**src/rtl/ioctl_upload_server_if.sv**
```systemverilog
// Upload-direction ioctl bundle: host read port, core pause handshake, RAM read port.
interface ioctl_upload_server_if #(
    parameter int unsigned ADDR_W = 10
);
    logic               ioctl_upload;
    logic [7:0]         ioctl_index;
    logic               ioctl_rd;
    logic [24:0]        ioctl_addr;
    logic [7:0]         ioctl_din;
    logic               ioctl_wait;
    logic               pause_req;
    logic               pause_ack;
    logic [ADDR_W-1:0]  ram_addr;
    logic               ram_rd;
    logic [7:0]         ram_q;
    logic               busy;

    // Server side (the upload responder)
    modport slave (
        input  ioctl_upload, ioctl_index, ioctl_rd, ioctl_addr, pause_ack, ram_q,
        output ioctl_din, ioctl_wait, pause_req, ram_addr, ram_rd, busy
    );

    // Environment side (host, game core and RAM)
    modport master (
        output ioctl_upload, ioctl_index, ioctl_rd, ioctl_addr, pause_ack, ram_q,
        input  ioctl_din, ioctl_wait, pause_req, ram_addr, ram_rd, busy
    );
endinterface

```
**src/rtl/ioctl_upload_server.sv**
```systemverilog
// Serves host byte reads of work RAM over ioctl while the core is paused.
module ioctl_upload_server #(
    parameter logic [7:0]  UPLOAD_INDEX = 8'd4,
    parameter int unsigned ADDR_W       = 10,
    parameter int unsigned RAM_LAT      = 1,
    parameter logic [7:0]  FILL         = 8'hFF
) (
    input  logic                  clk_sys,
    input  logic                  reset_n,
    ioctl_upload_server_if.slave  io_bus
);
    localparam int unsigned CNT_W = 2;

    localparam logic [2:0] ST_IDLE  = 3'd0;
    localparam logic [2:0] ST_PAUSE = 3'd1;
    localparam logic [2:0] ST_READY = 3'd2;
    localparam logic [2:0] ST_READ  = 3'd3;
    localparam logic [2:0] ST_CAPT  = 3'd4;

    logic [2:0]        r_state,     w_nxt_state;
    logic [CNT_W-1:0]  r_cnt,       w_nxt_cnt;
    logic              r_pend,      w_nxt_pend;
    logic [24:0]       r_pend_addr, w_nxt_pend_addr;
    logic [7:0]        r_din,       w_nxt_din;
    logic              r_wait,      w_nxt_wait;
    logic              r_ram_rd,    w_nxt_ram_rd;
    logic [ADDR_W-1:0] r_ram_addr,  w_nxt_ram_addr;
    logic              r_pause_req, w_nxt_pause_req;
    logic              r_busy;

    logic              w_sel;
    logic [24:0]       w_issue_addr;
    logic              w_issue_inr;
    logic              w_rd_inr;

    assign w_sel        = io_bus.ioctl_upload && (io_bus.ioctl_index == UPLOAD_INDEX);
    assign w_rd_inr     = (io_bus.ioctl_addr >> ADDR_W) == 25'd0;
    // A strobe held over from PAUSE takes precedence over a fresh one
    assign w_issue_addr = r_pend ? r_pend_addr : io_bus.ioctl_addr;
    assign w_issue_inr  = (w_issue_addr >> ADDR_W) == 25'd0;

    // State register and all registered outputs
    always_ff @(posedge clk_sys or negedge reset_n) begin
        if (!reset_n) begin
            r_state     <= ST_IDLE;
            r_cnt       <= '0;
            r_pend      <= 1'b0;
            r_pend_addr <= '0;
            r_din       <= 8'h00;
            r_wait      <= 1'b0;
            r_ram_rd    <= 1'b0;
            r_ram_addr  <= '0;
            r_pause_req <= 1'b0;
            r_busy      <= 1'b0;
        end else begin
            r_state     <= w_nxt_state;
            r_cnt       <= w_nxt_cnt;
            r_pend      <= w_nxt_pend;
            r_pend_addr <= w_nxt_pend_addr;
            r_din       <= w_nxt_din;
            r_wait      <= w_nxt_wait;
            r_ram_rd    <= w_nxt_ram_rd;
            r_ram_addr  <= w_nxt_ram_addr;
            r_pause_req <= w_nxt_pause_req;
            r_busy      <= (w_nxt_state != ST_IDLE);
        end
    end

    // Next-state and next-output decode; session end overrides everything
    always_comb begin
        w_nxt_state     = r_state;
        w_nxt_cnt       = r_cnt;
        w_nxt_pend      = r_pend;
        w_nxt_pend_addr = r_pend_addr;
        w_nxt_din       = r_din;
        w_nxt_wait      = r_wait;
        w_nxt_ram_rd    = 1'b0;
        w_nxt_ram_addr  = r_ram_addr;
        w_nxt_pause_req = r_pause_req;

        if (!w_sel) begin
            w_nxt_state     = ST_IDLE;
            w_nxt_pend      = 1'b0;
            w_nxt_wait      = 1'b0;
            w_nxt_pause_req = 1'b0;
        end else begin
            case (r_state)
                ST_IDLE: begin
                    w_nxt_state     = ST_PAUSE;
                    w_nxt_pause_req = 1'b1;
                end
                ST_PAUSE: begin
                    w_nxt_pause_req = 1'b1;
                    if (io_bus.pause_ack) begin
                        w_nxt_pend = 1'b0;
                        if ((r_pend || io_bus.ioctl_rd) && w_issue_inr) begin
                            w_nxt_state    = ST_READ;
                            w_nxt_ram_rd   = 1'b1;
                            w_nxt_ram_addr = w_issue_addr[ADDR_W-1:0];
                            w_nxt_wait     = 1'b1;
                            w_nxt_cnt      = CNT_W'(RAM_LAT - 1);
                        end else if (r_pend || io_bus.ioctl_rd) begin
                            w_nxt_state = ST_READY;
                            w_nxt_din   = FILL;
                            w_nxt_wait  = 1'b0;
                        end else begin
                            w_nxt_state = ST_READY;
                        end
                    end else if (io_bus.ioctl_rd && !r_pend) begin
                        w_nxt_pend      = 1'b1;
                        w_nxt_pend_addr = io_bus.ioctl_addr;
                        w_nxt_wait      = 1'b1;
                    end
                end
                ST_READY: begin
                    if (io_bus.ioctl_rd && w_rd_inr) begin
                        w_nxt_state    = ST_READ;
                        w_nxt_ram_rd   = 1'b1;
                        w_nxt_ram_addr = io_bus.ioctl_addr[ADDR_W-1:0];
                        w_nxt_wait     = 1'b1;
                        w_nxt_cnt      = CNT_W'(RAM_LAT - 1);
                    end else if (io_bus.ioctl_rd) begin
                        w_nxt_din = FILL;
                    end
                end
                ST_READ: begin
                    if (r_cnt == '0) begin
                        w_nxt_state = ST_CAPT;
                    end else begin
                        w_nxt_cnt = r_cnt - CNT_W'(1);
                    end
                end
                ST_CAPT: begin
                    w_nxt_state = ST_READY;
                    w_nxt_din   = io_bus.ram_q;
                    w_nxt_wait  = 1'b0;
                end
                default: begin
                    w_nxt_state     = ST_IDLE;
                    w_nxt_pend      = 1'b0;
                    w_nxt_wait      = 1'b0;
                    w_nxt_pause_req = 1'b0;
                end
            endcase
        end
    end

    assign io_bus.ioctl_din  = r_din;
    assign io_bus.ioctl_wait = r_wait;
    assign io_bus.pause_req  = r_pause_req;
    assign io_bus.ram_addr   = r_ram_addr;
    assign io_bus.ram_rd     = r_ram_rd;
    assign io_bus.busy       = r_busy;
endmodule
```
**src/flat_wrapper.sv**
```systemverilog
// flat-port wrapper written by rule: the top's interface ports become plain ports
module ioctl_upload_server_flat 
#(
    parameter logic [7:0]  UPLOAD_INDEX = 8'd4,
    parameter int unsigned ADDR_W       = 10,
    parameter int unsigned RAM_LAT      = 1,
    parameter logic [7:0]  FILL         = 8'hFF
)
  (clk_sys, reset_n, io_bus_ioctl_upload, io_bus_ioctl_index, io_bus_ioctl_rd, io_bus_ioctl_addr, io_bus_pause_ack, io_bus_ram_q, io_bus_ioctl_din, io_bus_ioctl_wait, io_bus_pause_req, io_bus_ram_addr, io_bus_ram_rd, io_bus_busy);
  ioctl_upload_server_if #(.ADDR_W(ADDR_W)) io_bus_i ();
  input  logic clk_sys;
  input  logic reset_n;
  input wire logic [$bits(io_bus_i.ioctl_upload)-1:0] io_bus_ioctl_upload;
  input wire logic [$bits(io_bus_i.ioctl_index)-1:0] io_bus_ioctl_index;
  input wire logic [$bits(io_bus_i.ioctl_rd)-1:0] io_bus_ioctl_rd;
  input wire logic [$bits(io_bus_i.ioctl_addr)-1:0] io_bus_ioctl_addr;
  input wire logic [$bits(io_bus_i.pause_ack)-1:0] io_bus_pause_ack;
  input wire logic [$bits(io_bus_i.ram_q)-1:0] io_bus_ram_q;
  output wire logic [$bits(io_bus_i.ioctl_din)-1:0] io_bus_ioctl_din;
  output wire logic [$bits(io_bus_i.ioctl_wait)-1:0] io_bus_ioctl_wait;
  output wire logic [$bits(io_bus_i.pause_req)-1:0] io_bus_pause_req;
  output wire logic [$bits(io_bus_i.ram_addr)-1:0] io_bus_ram_addr;
  output wire logic [$bits(io_bus_i.ram_rd)-1:0] io_bus_ram_rd;
  output wire logic [$bits(io_bus_i.busy)-1:0] io_bus_busy;
  assign io_bus_i.ioctl_upload = io_bus_ioctl_upload;
  assign io_bus_i.ioctl_index = io_bus_ioctl_index;
  assign io_bus_i.ioctl_rd = io_bus_ioctl_rd;
  assign io_bus_i.ioctl_addr = io_bus_ioctl_addr;
  assign io_bus_i.pause_ack = io_bus_pause_ack;
  assign io_bus_i.ram_q = io_bus_ram_q;
  assign io_bus_ioctl_din = io_bus_i.ioctl_din;
  assign io_bus_ioctl_wait = io_bus_i.ioctl_wait;
  assign io_bus_pause_req = io_bus_i.pause_req;
  assign io_bus_ram_addr = io_bus_i.ram_addr;
  assign io_bus_ram_rd = io_bus_i.ram_rd;
  assign io_bus_busy = io_bus_i.busy;
  ioctl_upload_server #(.UPLOAD_INDEX(UPLOAD_INDEX), .ADDR_W(ADDR_W), .RAM_LAT(RAM_LAT), .FILL(FILL)) u_core (.clk_sys(clk_sys), .reset_n(reset_n), .io_bus(io_bus_i));
endmodule
```
**config.mk**
```make
export PLATFORM = sky130hd
export DESIGN_NAME = ioctl_upload_server_flat
export DESIGN_NICKNAME = d
export VERILOG_FILES = /design/src/rtl/ioctl_upload_server_if.sv /design/src/rtl/ioctl_upload_server.sv /design/src/flat_wrapper.sv
export SDC_FILE = /design/constraint.sdc
export NUM_CORES = 1
export LEC_CHECK = 0
export CAP_MARGIN = 20
export CORE_AREA = 8 8 104 106
export CTS_CLUSTER_SIZE = 14
export DETAILED_ROUTE_END_ITERATION = 8
export DIE_AREA = 0 0 112 114
export PLACE_DENSITY_LB_ADDON = 0.1
export SYNTH_ARGS = -nofsm -noshare
export SYNTH_HDL_FRONTEND = slang
export SYNTH_SLANG_ARGS = --single-unit
```
**constraint.sdc**
```tcl
create_clock -name clk_sys -period 3.2 [get_ports clk_sys]
set_input_delay 0.32 -clock clk_sys [delete_from_list [all_inputs] [get_ports clk_sys]]
set_output_delay 0.32 -clock clk_sys [all_outputs]
set_load 0.05 [all_outputs]
```
==> results of run 1 <==
state kept, by name, summed over array words and instances, names as in the netlist:
register and cells:
u_core.r_cnt 2, u_core.io_bus.ram_addr 10, u_core.io_bus.busy 1, u_core.r_pend 1, u_core.r_pend_addr 25, u_core.io_bus.ioctl_wait 1, u_core.io_bus.pause_req 1, u_core.io_bus.ram_rd 1
u_core.r_state 3, u_core.io_bus.ioctl_din 8
cells by family (layout without fill, tap and decap cells):
kind of cell	count (synthesis)	count (layout)	share of synthesized area
adder cells (fa/ha/maj)	1	1	0.00470
XOR/XNOR	1	1	0.00329
multiplexers	54	54	0.256
AND/OR/NAND/NOR	52	52	0.129
flip-flops	53	53	0.499
buffers and inverters	16	84	0.0353
AO/OA/AOI/OAI	26	26	0.0724
worst max path at each step:
stage / end / slack (ns) / cells after the start
after floorplan: u_core.r_pend_addr[0]$_DFFE_PN0P_ / 1.22 / 5
after global routing: u_core.io_bus.ioctl_din[4]$_DFFE_PN0P_ / 0.62 / 6
after global placement: u_core.io_bus.ioctl_din[0]$_DFFE_PN0P_ / 0.45 / 6
final: u_core.io_bus.ioctl_din[3]$_DFFE_PN0P_ / 0.81 / 6
after CTS: u_core.io_bus.ioctl_din[7]$_DFFE_PN0P_ / 0.80 / 6
after detailed placement: u_core.io_bus.ioctl_din[2]$_DFFE_PN0P_ / 0.48 / 6
stage by stage:
stage / instance area, um^2 / utilization
2_1_floorplan: 2660 / -
3_3_place_gp: 3420 / 0.376
3_5_place_dp: 3420 / 0.376
4_1_cts: 3540 / 0.389
5_1_grt: 3540 / 0.389
6_report: 3540 / 0.389
synth_stat cells (all sizes together), types with 2 or more instances:
| cell type | n |
|---|---|
| nand2b | 2 |
| a21o | 3 |
| clkbuf | 3 |
| nand4 | 4 |
| buf | 6 |
| a41o | 2 |
| nand3 | 4 |
| mux2 | 53 |
| dfrtp | 53 |
| nor4b | 3 |
| a311oi | 2 |
| nand2 | 6 |
| or3 | 8 |
| a21oi | 6 |
| nor2 | 9 |
| o211ai | 2 |
| nor4 | 8 |
| o21ai | 6 |
| inv | 7 |
worst register-to-register path, stage by stage (launching register included):
cell     delay [ns]
dfrtp_1        0.61
nor4b_1        0.38
nand4_1        0.14
nand3_1        0.15
a221o_1        0.45
mux2_1         0.37
power breakdown:
| group | internal, mW | switching, mW | leakage (nW) | total [mW] |
|---|---|---|---|---|
| Combinational | 0.0583 | 0.0350 | 0.808 | 0.0932 |
| Clock | 0.234 | 0.225 | 0.0543 | 0.460 |
| Sequential | 0.669 | 0.000157 | 0.730 | 0.670 |
per-layer routing:
layer / share of wire / track usage
met1: 0.49 / 0.132
met2: 0.45 / 0.154
met3: 0.059 / 0.0354
met4: 0.0091 / 0.0297
met5: 0 / 0
final cells by class:
class / count / area, um^2
fillers: 901 / 5570
clock inverters: 3 / 46.3
clock buffers: 5 / 68.8
flip-flops and latches: 53 / 1330
multi-input cells: 134 / 1240
repair buffers: 69 / 693
well taps: 111 / 139
inverters: 7 / 26.3
cell usage in the layout, fill, tap and decap left out, drive strengths merged, types with 2 or more instances in the layout:
cell type / n
a41o: 2
mux2: 53
a311oi: 2
or3: 8
clkbuf: 5
o21ai: 6
nand2b: 2
a21o: 3
nand4: 4
buf: 3
nor4b: 3
clkdlybuf4s50: 66
nand3: 4
nor2: 9
nor4: 8
inv: 7
dfrtp: 53
o211ai: 2
nand2: 6
a21oi: 6
==> reports/qor.yml, run 1 <==
status: "complete, no violations"
fin_cells: 382
port_buffers: 67
vias: 1818
crit_fanout: 8
htree_levels: 2
drt_wl_total_um: 6370
hp-class: "primary input to asynchronous set/reset pin"
holdBufCountCts: 0
cts_sinks: 53
synth_flop_cell: "dfrtp_1"
post_cts_buffers: 0
fin_total_pwr_mw: 1.22
drc: 0
die_w_um: 112
end_kind: "flip-flop"
worst_r2r_path_depth: 5
ioPinCount: 68
path_cells: "clkdlybuf4s50_1 -> nor4_1 -> nand4_1 -> o21ai_0 -> a221o_1 -> mux2_1"
synth_top_cell_by_area: "dfrtp_1"
yosysTopAreaCellShare: 0.499
drt_iter0_drc: 35
insertion_delay_ns: 0.31
die-height_um: 114
r2r_start: "u_core.r_pend$_DFFE_PN0P_"
grt_max_degree: 36
r2r_slack_ns: 0.99
area_delta_synth_final_pct: 33.1
antenna_found_initial: 0
core_region_area_um2: 9110
worst_pin_slew_ns: 0.777
path_class: "primary input to flip-flop"
async_flop_share: 1.00
timing.hold.ws_ns: 0.0747
place_ws_ns: 0.475
fin_ws_ns: 0.810
wl_per_cell_um: 16.7
worstSetupStartpointType: "primary input"
numCtsBuffers: 5
synth-seq-cells: 53
dp_hpwl_um: 4640
timing.fmax_mhz: 418
arrival_ns: 2.58
crit_required_ns: 3.39
power.density_nw_per_um2: 345
gp_congestion: 0.771
yosys-top-cells-area: "dfrtp_1 50%, mux2_4 11%, mux2_2 11%"
cts_tree: "done"
p_leak_nw: 1.59
rsz0062_at_grt: "no"
syn_inst: 203
cts_resized: 0
critPathBufInv: 1
slowest_delay_ns: 0.45
drt_pass1_iterations: 5
finalHoldViolations: 0
track_usage: 0.101
grt_pass1_vias: 1920
syn-num-nets: 250
relSlewSlack: 0.482
path_delay_family: "simple AND/OR/NAND/NOR gates"
grt_overflow: 0
clock_path_buffers: 2
dp.cells: 374
tns_ns: 0
startpoint: "io_bus_ioctl_addr[10]"
yosys_warnings: 0
finClkSkew_ns: 0.0108
dieArea_um2: 12800
viasPerCell: 4.76
setup_viol: 0
period_needed_ns: 2.39
maxCapViolCount: 0
vdd_drop_max_mv: 0.238
initial_utilization: 0.292
layout-drive-gt1-share: 0.232
synth_area_per_cell_um2: 13.1
syn_area_um2: 2660
ys_seq_area_frac: 0.499
root_buffer: "clkbuf_8"
fin_crit_sh: 0.747
ant_nets: 0
row_count: 35
grt_pass1_wl_um: 10300
num-nets-final: 317
diodes: 0
r2r-end: "u_core.io_bus.ioctl_din[3]$_DFFE_PN0P_"
drv_slew: 0
clk_pin_slew_ns: 0.10
slowest_stage: "nor4_1"
synth-edff-count: 0
synthDistinctLibCells: 43
(Power assumes the default switching activity.)
==> run 2: changes to the inputs <==
==> constraint.sdc (replaced) <==
create_clock -name clk_sys -period 1.9 [get_ports clk_sys]
set_input_delay 0.19 -clock clk_sys [delete_from_list [all_inputs] [get_ports clk_sys]]
set_output_delay 0.19 -clock clk_sys [all_outputs]
set_load 0.05 [all_outputs]
==> run 2 against run 1 <==
Combinational power grew 97%. Clock skew grew 0.0035 ns. First-iteration DRC count grew 69%. Clock power grew 46%. Non-clock buffer count grew 40. Cell count grew 11%. Largest cell class is now multi-input gates.
==> reports/qor.yml, run 2 (same netlist as run 1, synthesis figures left out) <==
r2r_slack_ns: 0.04
track_usage: 0.111
drv_slew: 0
fin_crit_sh: 0.979
status: "complete, no violations"
finClkSkew_ns: 0.0143
largest_register: "u_core.r_pend_addr"
dieArea_um2: 12800
finalHoldViolations: 0
vdd_drop_max_mv: 0.241
row_count: 35
drc: 0
utilization: 0.437
grt_overflow: 0
insertion_delay_ns: 0.30
gp_congestion: 0.759
largest_reg_flops: 25
swShare: 0.223
clock_path_buffers: 2
rsz0062_at_grt: "yes"
crit_fanout: 8
combPwrFrac: 0.093
cts_sinks: 53
ioPinCount: 68
numCtsBuffers: 5
period_needed_ns: 1.86
crit_required_ns: 2.08
relSlewSlack: 0.655
layout_commonest_cell: "clkdlybuf4s50_1"
path_cells: "clkdlybuf4s50_1 -> nor4b_4 -> nand4b_4 -> a21o_1 -> a221o_1 -> buf_12 -> mux2_1"
grt_pass1_vias: 2206
root_buffer: "clkbuf_8"
vias: 2015
port_buffers: 67
clk_pin_slew_ns: 0.10
htree_levels: 2
setup_viol: 0
p_int_mw: 1.54
slowest_delay_ns: 0.44
initial_utilization: 0.292
final_cell_mix: "60 x clkdlybuf4s50_1, 52 x dfrtp_1, 37 x buf_4, 25 x mux2_2, 21 x mux2_4"
grt_pass1_wl_um: 11400
p_sw_uw: 442
drt_pass1_iterations: 4
maxCapViolCount: 0
power.density_nw_per_um2: 498
path_class: "primary input to flip-flop"
dp_hpwl_um: 4910
die_w_um: 112
cts_tree: "done"
core_region_area_um2: 9110
layout-drive-gt1-share: 0.375
arrival_ns: 2.04
die-height_um: 114
seqPwrFrac: 0.569
num-nets-final: 358
place_ws_ns: -0.474
dpl_cell_area_um2: 3700
ant_nets: 0
worstSetupStartpointType: "primary input"
viasPerCell: 4.76
clkPwrFrac: 0.338
fin_ws_ns: 0.0395
area_delta_synth_final_pct: 49.7
antenna_found_initial: 0
drt_iter0_drc: 59
worst_pin_slew_ns: 0.516
slowest_stage: "clkdlybuf4s50_1"
hp-class: "primary input to flip-flop"
tns_ns: 0
end_kind: "flip-flop"
p_leak_nw: 1.86
wl_per_cell_um: 16.3
diodes: 0
drt_wl_total_um: 6880
timing.fmax_mhz: 537
design_area_um2: 3980
grt_max_degree: 32
==> run 2: cell count changes in the layout (fill, tap and decap cells not counted), sizes merged <==
cell	before	now
clkbuf	5	7
clkinv	1	2
clkinvlp	1	0
o211ai	2	3
bufinv	1	0
clkdlybuf4s50	66	60
buf	3	41
dlygate4sd3	0	1
dlymetal6s2s	0	6
==> run 2: through the flow <==
step / hold slack (ns) / total power, mW / std cells
finish: 0.191 / 1.98 / 423
CTS: 0.395 / 2.03 / 419
global route: 0.193 / 2.07 / 423
detailed placement: 0.206 / 1.33 / 408
floorplan: -0.106 / 1.18 / 203
global placement: 0.202 / 1.33 / 408
==> run 2: worst max-delay path: cells and delay by family <==
kind,cells,cell delay (ns)
multiplexers,1,0.30
AND/OR/NAND/NOR,2,0.47
AO/OA/AOI/OAI,2,0.48
buffers and inverters,2,0.59
==> run 2: timing repair <==
action | in CTS | in global routing
hold endpoints to repair | 53 | 0
endpoints found under the setup margin | 19 | 45
gates cloned | 1 | 1
pin swaps | 4 | 13
resized for setup | 7 | 16
hold buffers | 1 | 0
setup buffers | 1 | 3
==> run 2: area by class of cell <==
class	count	area (um^2)
fillers	866	5130
multi-input cells	135	1340
flip-flops and latches	53	1330
repair buffers	109	1050
well taps	111	139
clock buffers	6	82.6
inverters	7	26.3
clock inverters	2	13.8
==> run 2: power by group through the flow <==
stage	clock [mW]	sequential [mW]	combinational, mW
floorplan	0	1.15	0.0254
detailed placement	0	1.15	0.178
global route	0.742	1.13	0.201
finish	0.670	1.13	0.184
CTS	0.714	1.13	0.185
global placement	0	1.15	0.177
==> run 2: metal layers <==
metal  vias up  routed length, um  global-route usage
met3         2                385              0.0333
met5         -                  0                   0
met1       999               3300               0.143
met4         0                 43              0.0324
met2        48               3160               0.176
li1        966                  -                   -
==> run 2: path summary, 6_finish.rpt <==
check | to | from | depth (start not counted)
worst max-delay path | u_core.io_bus.ioctl_din[0]$_DFFE_PN0P_ | io_bus_ioctl_index[4] | 7
worst min-delay path | u_core.r_pend_addr[11]$_DFFE_PN0P_ | io_bus_ioctl_addr[11] | 2
worst max register to register | u_core.io_bus.ioctl_din[0]$_DFFE_PN0P_ | u_core.r_pend_addr[20]$_DFFE_PN0P_ | 7
worst min register to register | u_core.r_cnt[0]$_DFFE_PN0P_ | u_core.r_cnt[0]$_DFFE_PN0P_ | 1
max in group asynchronous | u_core.r_state[0]$_DFF_PN0_ | reset_n | 3
min in group asynchronous | u_core.io_bus.ram_addr[1]$_DFFE_PN0P_ | reset_n | 3
